$ cat src/rtl/and_check_dwell_cnt.sv
// Dwell counter: counts enabled cycles from zero and flags the cycle on which
// the count reaches DWELL_CYCLES-1.
module and_check_dwell_cnt #(
   parameter int unsigned DWELL_CYCLES = 100
) (
   input  logic clk,
   input  logic rst_n,
   input  logic clear,
   input  logic enable,
   output logic tc
);

   localparam logic [15:0] LAST = 16'(DWELL_CYCLES - 1);

   logic [15:0] cnt;

   always_ff @(posedge clk or negedge rst_n) begin
      if (!rst_n)
         cnt <= '0;
      else if (clear)
         cnt <= '0;
      else if (enable)
         cnt <= cnt + 16'd1;
   end

   assign tc = enable && !clear && (cnt == LAST);

endmodule

$ cat config.mk
export PLATFORM = sky130hd
export DESIGN_NAME = and_check_dwell_cnt
export DESIGN_NICKNAME = d
export VERILOG_FILES = /design/src/rtl/and_check_dwell_cnt.sv
export SDC_FILE = /design/constraint.sdc
export NUM_CORES = 1
export LEC_CHECK = 0
export ABC_AREA = 1
export CORE_MARGIN = 1
export CORE_UTILIZATION = 25
export DETAILED_ROUTE_END_ITERATION = 16
export HOLD_SLACK_MARGIN = 0.08
export MAX_ROUTING_LAYER = met4
export PLACE_DENSITY = 0.41
export SLEW_MARGIN = 20
export SYNTH_ARGS = -nofsm -noshare
export SYNTH_HDL_FRONTEND = slang
export SYNTH_SLANG_ARGS = --single-unit
export TNS_END_PERCENT = 100
$ cat constraint.sdc
create_clock -name clk -period 1.4 [get_ports clk]
set_input_delay 0.35 -clock clk [delete_from_list [all_inputs] [get_ports clk]]
set_output_delay 0.35 -clock clk [all_outputs]
set_load 0.03 [all_outputs]
* Word-level counts from Yosys, hierarchy flattened *
Cells that the tools add are included.

cells by class
  reduce and logical (&&, ||, !) cells = 4
  muxes and demuxes = 2
  add/sub/neg operators = 1
  equal/unequal tests = 1

operators with widths
  kind                                            count
  two-way mux 16 bit                              2
  adder 16 x 1 -> 16 bit, second input constant   1
  == test 16 x 7 -> 1 bit, second input constant  1
  logical AND 1 bit                               2
  nonzero test 2 bit                              1
  logical NOT 1 bit                               1

storage, ports and cells
  output and inout bits = 1
  bits in registers = 16
  logic and storage cells = 9
  input port bits = 4

* Longest topological paths before layout *
Gate-level depths: netlist of run 1.

  depth after elaboration = 3
  gate-level depth with buffers = 7
  gate-level depth less buffers = 7

* Worst setup path after synthesis of run 1 *
No wires, ideal clock.

  path kind = register to output
  start point = register cnt[0]
  end point = output port tc
  cell stages (with the launch flop) = 6
  data arrival time = 1234 ps
  path buffers = 0
  slack = -184 ps
  cells stage by stage = dfrtp_1 > ha_1 > nand2_1 > nor3_1 > nand3_1 > nor2_1

on the way
  word-level cells in the longest chain between the ends = 2

RTL lines
  what                      line  RTL
  start: declaration        15    logic [15:0] cnt;
  start signal: assignment  23    cnt <= cnt + 16'd1;
  == test 16 x 7 -> 1 bit   26    assign tc = enable && !clear && (cnt == LAST);
  logical AND 1 bit         26
  end: declaration          10    output logic tc

No other way between the ends.

* Worst setup path in the final report of run 1 *
Ends and elaborated chain as after synthesis.

==> results of run 1 <==
-- critical path, stage by stage, from the launching register on --
cell	delay, ns
dfrtp_1	0.38
ha_2	0.19
nand2_1	0.07
nor3_2	0.16
nand3_2	0.12
nor2_4	0.11
buf_6	0.13
-- logic make-up (layout without fill, tap and decap cells) --
kind of cell	after synthesis	count (layout)	share of synthesized area
compound gates	17	17	0.0993
buf+inv	16	51	0.0676
simple gates	73	73	0.378
flops	16	16	0.441
fa+ha+maj	1	1	0.0138
-- worst paths after layout --
| kind | startpoint | endpoint | slack, ns |
|---|---|---|---|
| min in group clk | enable | cnt[0] | 0.48 |
| worst min register to register | cnt[14] | cnt[14] | 0.55 |
| worst min-delay path | rst_n | cnt[7] | 0.36 |
| worst max register to register | cnt[0] | cnt[12] | 0.03 |
| max in group asynchronous | rst_n | cnt[5] | 0.83 |
| worst max-delay path | cnt[0] | tc | -0.39 |
-- where the power goes --
part | internal, W | leakage [nW] | switching [W]
Combinational | 0.0000376 | 0.399 | 0.0000400
Clock | 0.000159 | 0.0210 | 0.000163
Sequential | 0.000467 | 0.222 | 0.00000338
Total | 0.000663 | 0.642 | 0.000207
-- metal layers --
layer  vias to the layer above  GRT usage
met5                         -          -
li1                        468          -
met3                         2     0.0349
met1                       431      0.160
met4                         0     0.0349
met2                         9      0.232
-- cell type report --
class | instances | area (sq um) | area share
Multi-Input combinational cell | 91 | 547 | 0.400
Sequential cell | 16 | 400 | 0.293
Clock buffer | 4 | 36.3 | 0.0265
Inverter | 15 | 56.3 | 0.0412
Timing Repair Buffer | 32 | 270 | 0.198
Tap cell | 46 | 57.6 | 0.0421
-- per-stage QoR --
step           setup WS (ns)  power (W)  instance area [sq um]  hold slack (ns)
2_1_floorplan        -0.0121   0.000500                    915           0.0544
6_report              -0.392   0.000869                   1370            0.362
3_3_place_gp          -0.378   0.000554                   1210            0.526
3_5_place_dp          -0.378   0.000555                   1210            0.534
4_1_cts               -0.459   0.000884                   1270            0.366
5_1_grt               -0.524   0.000912                   1370            0.384
-- what timing repair did --
item	in CTS	in global routing
setup buffers	0	3
resized for setup	6	20
setup endpoints to repair	3	11
hold endpoints to repair	0	0
pin swaps	0	9
-- placed cells by master, fill, tap and decap left out, types with 3 or more instances in the layout --
| master | netlist | routed |
|---|---|---|
| nand3_1 | 8 | 7 |
| nor2_4 | 1 | 5 |
| dfrtp_1 | 16 | 16 |
| nor2_2 | 3 | 3 |
| o21ai_0 | 4 | 4 |
| a21oi_1 | 9 | 9 |
| nor3_1 | 7 | 4 |
| clkbuf_4 | 0 | 3 |
| nand2_2 | 2 | 4 |
| buf_4 | 0 | 26 |
| nor2_1 | 20 | 16 |
| nor3_2 | 1 | 3 |
| nand2_1 | 26 | 22 |
| inv_1 | 15 | 14 |
==> metrics.md, run 1 <==
| Metric | Value |
|---|---|
| #FFs+latches synth | `16` |
| Post-synthesis sequential area ratio | `0.441` |
| Final worst clock skew | `0.0150 ns` |
| Core footprint | `0.00342 sq mm` |
| Commonest cells post-synth | `26 x nand2_1, 20 x nor2_1, 16 x dfrtp_1` |
| Layout cell share with drive strength beyond 1 | `0.373` |
| P_leak | `0.642 nW` |
| Met2 Wirelength | `1.20 mm` |
| Cell Rows | `21` |
| Synth-to-Final Area Change | `50.8%` |
| Clock Tree Root | `clkbuf_4` |
| Die Y | `62.2 microns` |
| First-pass GRT wire length | `4.02 mm` |
| Outcome | `finished, violations left` |
| I/O pin cnt | `5` |
| Drc violations | `0` |
| Max frequency | `558 MHz` |
| Maximum root-to-sink buffer count | `2` |
| Fin cells | `204` |
| Via density | `4.46` |
| WL met3 | `67 microns` |
| Number of global-route vias before repair | `917` |
| WL per Instance | `11.9 microns` |
| Filler cells | `369` |
| Syn nets | `128` |
| Number of flip-flops under the largest register name | `16` |
| 1st-iter DRT viols | `15` |
| CTS tree | `done` |
| Max-capacitance violation count | `0` |
| Detail Route Antenna Nets | `0` |
| Mapped Avg Cell Area | `7.37 sq um` |
| Nets | `164` |
| Post-synth EDFFs | `0` |
| Inserted Clock Buffers | `3` |
| Top reg by flops | `cnt` |
| Failing checks | `setup timing` |
| Overall routing resource usage | `0.136` |
| Peak fanout along the critical path | `2` |
| Final setup viols | `1` |
| Slew Viols, Final | `0` |
| Area contributors post-synth | `dfrtp_1 44%, nand2_1 11%, nor2_1 8.3%, inv_1 6.2%, a21oi_1 5.0%` |
| Crit path DAT | `1.44 ns` |
| Worst-Margin Slew | `0.286 ns` |
| CP endpoint kind | `output pin` |
| Top cell type's share of synthesized area | `0.441` |
| Unique masters post-synth | `21` |
| CTS Hold Bufs | `0` |
| Min-Delay Path Class | `primary input to asynchronous set/reset pin` |
| Initial antenna violation count | `0` |
| Antenna Cells | `0` |
| Clock sinks | `16` |
| Biggest registers after layout | `cnt x16` |
| Post-DP HPWL | `1.85 mm` |
| Grt ovf | `0` |
| YS warnings | `0` |
| Biggest area consumer among synthesized cells | `dfrtp_1` |
| Fraction of registers with async set/reset | `1.00` |
| RSZ-0062 raised after global routing | `true` |
| Pwr dens | `636 mW/mm^2` |
| Setup tns final | `-0.392 ns` |
| VDD IR-drop max | `0.338 mV` |
| Setup CP Type | `register to output pin` |
| Synth Cell Area | `907 sq um` |
| DR vias | `910` |
| Clock latency on the worst-skew pair | `0.30 ns` |
| Die outline width | `62.2 microns` |
| Port buffer count | `4` |
| Total Die Area | `0.00387 sq mm` |
| Post-synthesis cell count | `123` |
| Most used DFF post-synth | `dfrtp_1` |
| Worst Setup Start Kind | `register` |
| Worst Reg2Reg Path Length in Cells | `8` |
| Part of the cycle the worst path needs | `1.28` |
| Final Critical Period | `1.79 ns` |
| Max H-tree Level | `1` |
| Highest metal used | `met4` |
| Final wirelength | `2.43 mm` |
| Met1 WL | `1.14 mm` |
| Count leader, synth | `nand2_1` |
| Req. time, crit path | `1.05 ns` |
| Final WS setup | `-0.392 ns` |
| Placed cell count | `198` |
| Final design utilization | `0.400` |
| Starting Density | `0.266` |
| Routability cong. | `0.841` |
| Hold Vio Cnt, Final | `0` |
| Slew HR | `0.808` |
| 1st-pass router iterations | `4` |
| Largest net degree at the start of global routing | `17` |
| CTS clock-pin slew for the worst setup and hold paths | `0.11 ns` |
(Power assumes the default switching activity.)
==> inputs of run 2 (changes only) <==
--- a/config.mk
+++ b/config.mk
@@ -5,10 +5,11 @@
 export SDC_FILE = /design/constraint.sdc
 export NUM_CORES = 1
 export LEC_CHECK = 0
-export ABC_AREA = 1
+export ABC_AREA = 0
 export CORE_MARGIN = 1
 export CORE_UTILIZATION = 25
 export DETAILED_ROUTE_END_ITERATION = 16
+export GPL_TIMING_DRIVEN = 0
 export HOLD_SLACK_MARGIN = 0.08
 export MAX_ROUTING_LAYER = met4
 export PLACE_DENSITY = 0.41
@@ -16,4 +17,3 @@
 export SYNTH_ARGS = -nofsm -noshare
 export SYNTH_HDL_FRONTEND = slang
 export SYNTH_SLANG_ARGS = --single-unit
-export TNS_END_PERCENT = 100
==> run 2 against run 1 <==
Clock power decreased by 22%. Global-route usage grew 0.26 points. Clock-buffer cell count shrank 1. Clock skew decreased by 0.014 ns. Non-clock buffer count shrank 14. Final area decreased by 7.4%. Sequential power up 1%. Critical path depth shrank 2. Core utilization grew 0.77 points. The run still ends with setup timing left. Critical endpoint unchanged. Total power shrank 6.8%. Synthesized cell count fell by 29%. Critical path type unchanged.
==> metrics.md, run 2 <==
| Metric | Value |
|---|---|
| Outcome | `finished, violations left` |
| Failing checks | `setup timing` |
| Final WS setup | `-0.602 ns (-0.210 ns)` |
| Synth Cell Area | `837 sq um (-7.7%)` |
| Clock sinks | `16 (unchanged)` |
| Inserted Clock Buffers | `3 (unchanged)` |
| Post-synthesis cell count | `87 (-29%)` |
| Die Y | `59.9 microns (-3.8%)` |
| Min-Delay Path Class | `primary input to register` |
| Syn nets | `92 (-28%)` |
| Post-synth EDFFs | `0 (unchanged)` |
| Starting Density | `0.270 (+0.00419)` |
| YS warnings | `0 (unchanged)` |
| Max-capacitance violation count | `0 (unchanged)` |
| P_leak | `0.559 nW (-13%)` |
| Clock power frac | `0.309 (-0.061)` |
| Final design utilization | `0.408 (+0.00770)` |
| Terminus of the critical flop-to-flop path | `cnt[14]` |
| Largest net degree at the start of global routing | `17 (unchanged)` |
| Routability cong. | `0.764 (-9.1%)` |
| Final Cell Area | `0.00127 sq mm (-7.4%)` |
| Psw | `0.000199 W (-3.7%)` |
| Number of global-route vias before repair | `728 (-21%)` |
| Placed Instance Area | `970 sq um (-20%)` |
| Layout cell share with drive strength beyond 1 | `0.438 (+0.0647)` |
| Core footprint | `0.00310 sq mm (-9.2%)` |
| Commonest cells post-synth | `16 x dfrtp_1, 14 x nor2_1, 9 x xnor2_1` |
| Biggest area consumer among synthesized cells | `dfrtp_1` |
| CTS tree | `done` |
| RR Startpoint | `cnt[0]` |
| Cell Rows | `20 (-4.8%)` |
| Number of flip-flops under the largest register name | `16 (unchanged)` |
| WL per Instance | `14.8 microns (+25%)` |
| Area contributors post-synth | `dfrtp_1 48%, xnor2_1 9.4%, nor2_1 6.3%, nor4_1 5.2%, mux2_2 2.7%` |
| Setup CP Type | `register to output pin` |
| R2r setup slk | `-0.24 ns (-0.27 ns)` |
| Most used DFF post-synth | `dfrtp_1` |
| Clock Tree Root | `clkbuf_4` |
| Filler cells | `329 (-11%)` |
| 1st-iter DRT viols | `18 (+3)` |
| Final Critical Period | `2.00 ns (+0.210 ns)` |
| Slew HR | `0.495 (-0.312)` |
| Count leader, synth | `dfrtp_1` |
| Overall routing resource usage | `0.139 (+0.00263)` |
| Worst Hold Depth | `3` |
| Clock latency on the worst-skew pair | `0.29 ns (about the same)` |
| Slew Viols, Final | `0 (unchanged)` |
| Req. time, crit path | `1.05 ns (about the same)` |
| Worst Min Path Start | `enable` |
| Reg area | `407 sq um (+1.6%)` |
| Via density | `4.74 (+6.2%)` |
| P_int | `0.000611 W (-7.8%)` |
| First-pass GRT wire length | `3.46 mm (-14%)` |
| Net Sw Frac | `0.245 (+0.00786)` |
| Top reg by flops | `cnt` |
| Mapped Avg Cell Area | `9.62 sq um (+30%)` |
| Nets | `112 (-32%)` |
| Final setup viols | `11 (+10)` |
| Post-synthesis sequential area ratio | `0.478 (+0.0369)` |
| Unique masters post-synth | `25 (+19%)` |
| Reg power frac | `0.586 (+0.045)` |
| Grt ovf | `0 (unchanged)` |
| Fin cells | `149 (-27%)` |
| Synth-to-Final Area Change | `51.3%` |
| Max frequency | `500 MHz (-10%)` |
| Hold Vio Cnt, Final | `0 (unchanged)` |
| Part of the cycle the worst path needs | `1.43 (+0.150)` |
| Area of the multi-input gates | `596 sq um (+8.9%)` |
| CTS clock-pin slew for the worst setup and hold paths | `0.09 ns (-0.02 ns)` |
| 1st-pass router iterations | `4 (unchanged)` |
| I/O pin cnt | `5 (unchanged)` |
| CP endpoint kind | `output pin` |
| Worst Setup Start Kind | `register` |
| Antenna Cells | `0 (unchanged)` |
| Drc violations | `0 (unchanged)` |
| Post-DP HPWL | `1.31 mm (-29%)` |
| Worst-Margin Slew | `0.754 ns (+0.469 ns)` |
| Top cell type's share of synthesized area | `0.478 (+0.0369)` |
| Commonest cells after routing, fill and taps aside | `14 x nor2_1, 11 x dfrtp_1, 9 x buf_6` |
| Final wirelength | `2.21 mm (-9.0%)` |
| Crit path DAT | `1.65 ns (+0.21 ns)` |
| Detail Route Antenna Nets | `0 (unchanged)` |
| Hold EP | `cnt[1]` |
| Setup tns final | `-1.63 ns (-1.23 ns)` |
| Worst Reg2Reg Path Length in Cells | `6 (-2)` |
| Fraction of registers with async set/reset | `1.00 (unchanged)` |
| DR vias | `706 (-22%)` |
| Gate power share | `0.106 (+0.017)` |
| Max H-tree Level | `1 (unchanged)` |
| Biggest registers after layout | `cnt x16` |
| RSZ-0062 raised after global routing | `true` |
| Maximum root-to-sink buffer count | `2 (unchanged)` |
| VDD IR-drop max | `0.480 mV (+42%)` |
| #FFs+latches synth | `16 (unchanged)` |
| Port buffer count | `2 (-2)` |
| Placed cell count | `133 (-33%)` |
| Total Die Area | `0.00358 sq mm (-7.5%)` |
| Final hold slack | `0.332 ns (-0.0298 ns)` |
| Die outline width | `59.9 microns (-3.8%)` |
| Final worst clock skew | `0.00120 ns (-0.0138 ns)` |
| Commonest non-fill, non-tap cell in the layout | `nor2_1` |
| Peak fanout along the critical path | `2 (unchanged)` |
| Initial antenna violation count | `0 (unchanged)` |
| Pwr dens | `640 mW/mm^2 (+0.67%)` |
-- run 2: cell count changes after synthesis, sizes merged, moves of 3 or more --
| cell | delta |
|---|---|
| nor4 | +6 |
| xnor2 | +9 |
| inv | -11 |
| nand2 | -24 |
| a21oi | -7 |
| nor3 | -5 |
| nor2 | -10 |
| nand3 | -5 |
| nand4 | +3 |
| o21ai | -4 |
| or3 | +3 |
-- run 2: power groups by stage --
stage          registers (W)  logic (W)  clock network [W]
2_1_floorplan       0.000484  0.0000343                  0
4_1_cts             0.000474  0.0000716           0.000263
6_report            0.000475  0.0000855           0.000250
5_1_grt             0.000475  0.0000946           0.000286
3_3_place_gp        0.000485  0.0000540                  0
3_5_place_dp        0.000485  0.0000555                  0
-- run 2: cell families (layout without fill, tap and decap cells) --
logic type | Yosys count | after routing | synth area share
AO/OA/AOI/OAI | 4 | 4 | 0.0239
flip-flops | 16 | 16 | 0.478
XOR/XNOR | 11 | 11 | 0.115
adder cells (fa/ha/maj) | 1 | 1 | 0.0149
multiplexers | 3 | 3 | 0.0389
buffers and inverters | 7 | 25 | 0.0359
AND/OR/NAND/NOR | 45 | 45 | 0.293
-- run 2: through the flow --
step                      power [W]  worst slack (ns)
final                      0.000810            -0.602
after detailed placement   0.000541            -0.900
after global placement     0.000539            -0.939
after floorplan            0.000518            -0.272
after global routing       0.000856            -0.740
after CTS                  0.000809            -0.642
-- run 2: worst max path at each step --
stage / start / endpoint / slack [ns] / cells past startpoint
5_1_grt: cnt[9] / tc / -0.74 / 4
4_1_cts: cnt[9] / tc / -0.64 / 4
2_1_floorplan: cnt[8] / tc / -0.27 / 3
6_report: cnt[9] / tc / -0.60 / 4
3_5_place_dp: cnt[8] / tc / -0.90 / 4
3_3_place_gp: cnt[8] / tc / -0.94 / 4
-- run 2: worst max-delay path, cell delays in order (launching register included) --
cell	delay [ns]
dfrtp_2	0.44
nor4_4	0.27
nand4b_1	0.18
nor4_4	0.30
buf_6	0.17
-- run 2: routing by layer --
metal,vias to the layer above,share of wire,routed length [microns],track usage
met1,354,0.46,1010,0.171
met2,9,0.51,1120,0.227
li1,341,-,-,-
met4,0,0.0059,13,0.0299
met3,2,0.029,65,0.0390
met5,-,0,0,-
-- run 2: what timing repair did --
item                                    in CTS  in global routing
gates resized for setup                     19                 25
hold buffers                                 0                  0
pin swaps                                    9                 13
endpoints found under the setup margin       7                 12
setup buffers                                9                  6
-- run 2: layout make-up --
cell class / count / share of cell area
Multi-Input combinational cell: 64 / 0.470
Inverter: 4 / 0.0119
Buffer: 3 / 0.0178
Clock buffer: 3 / 0.0178
Timing Repair Buffer: 15 / 0.118
Tap cell: 44 / 0.0435
Sequential cell: 16 / 0.321
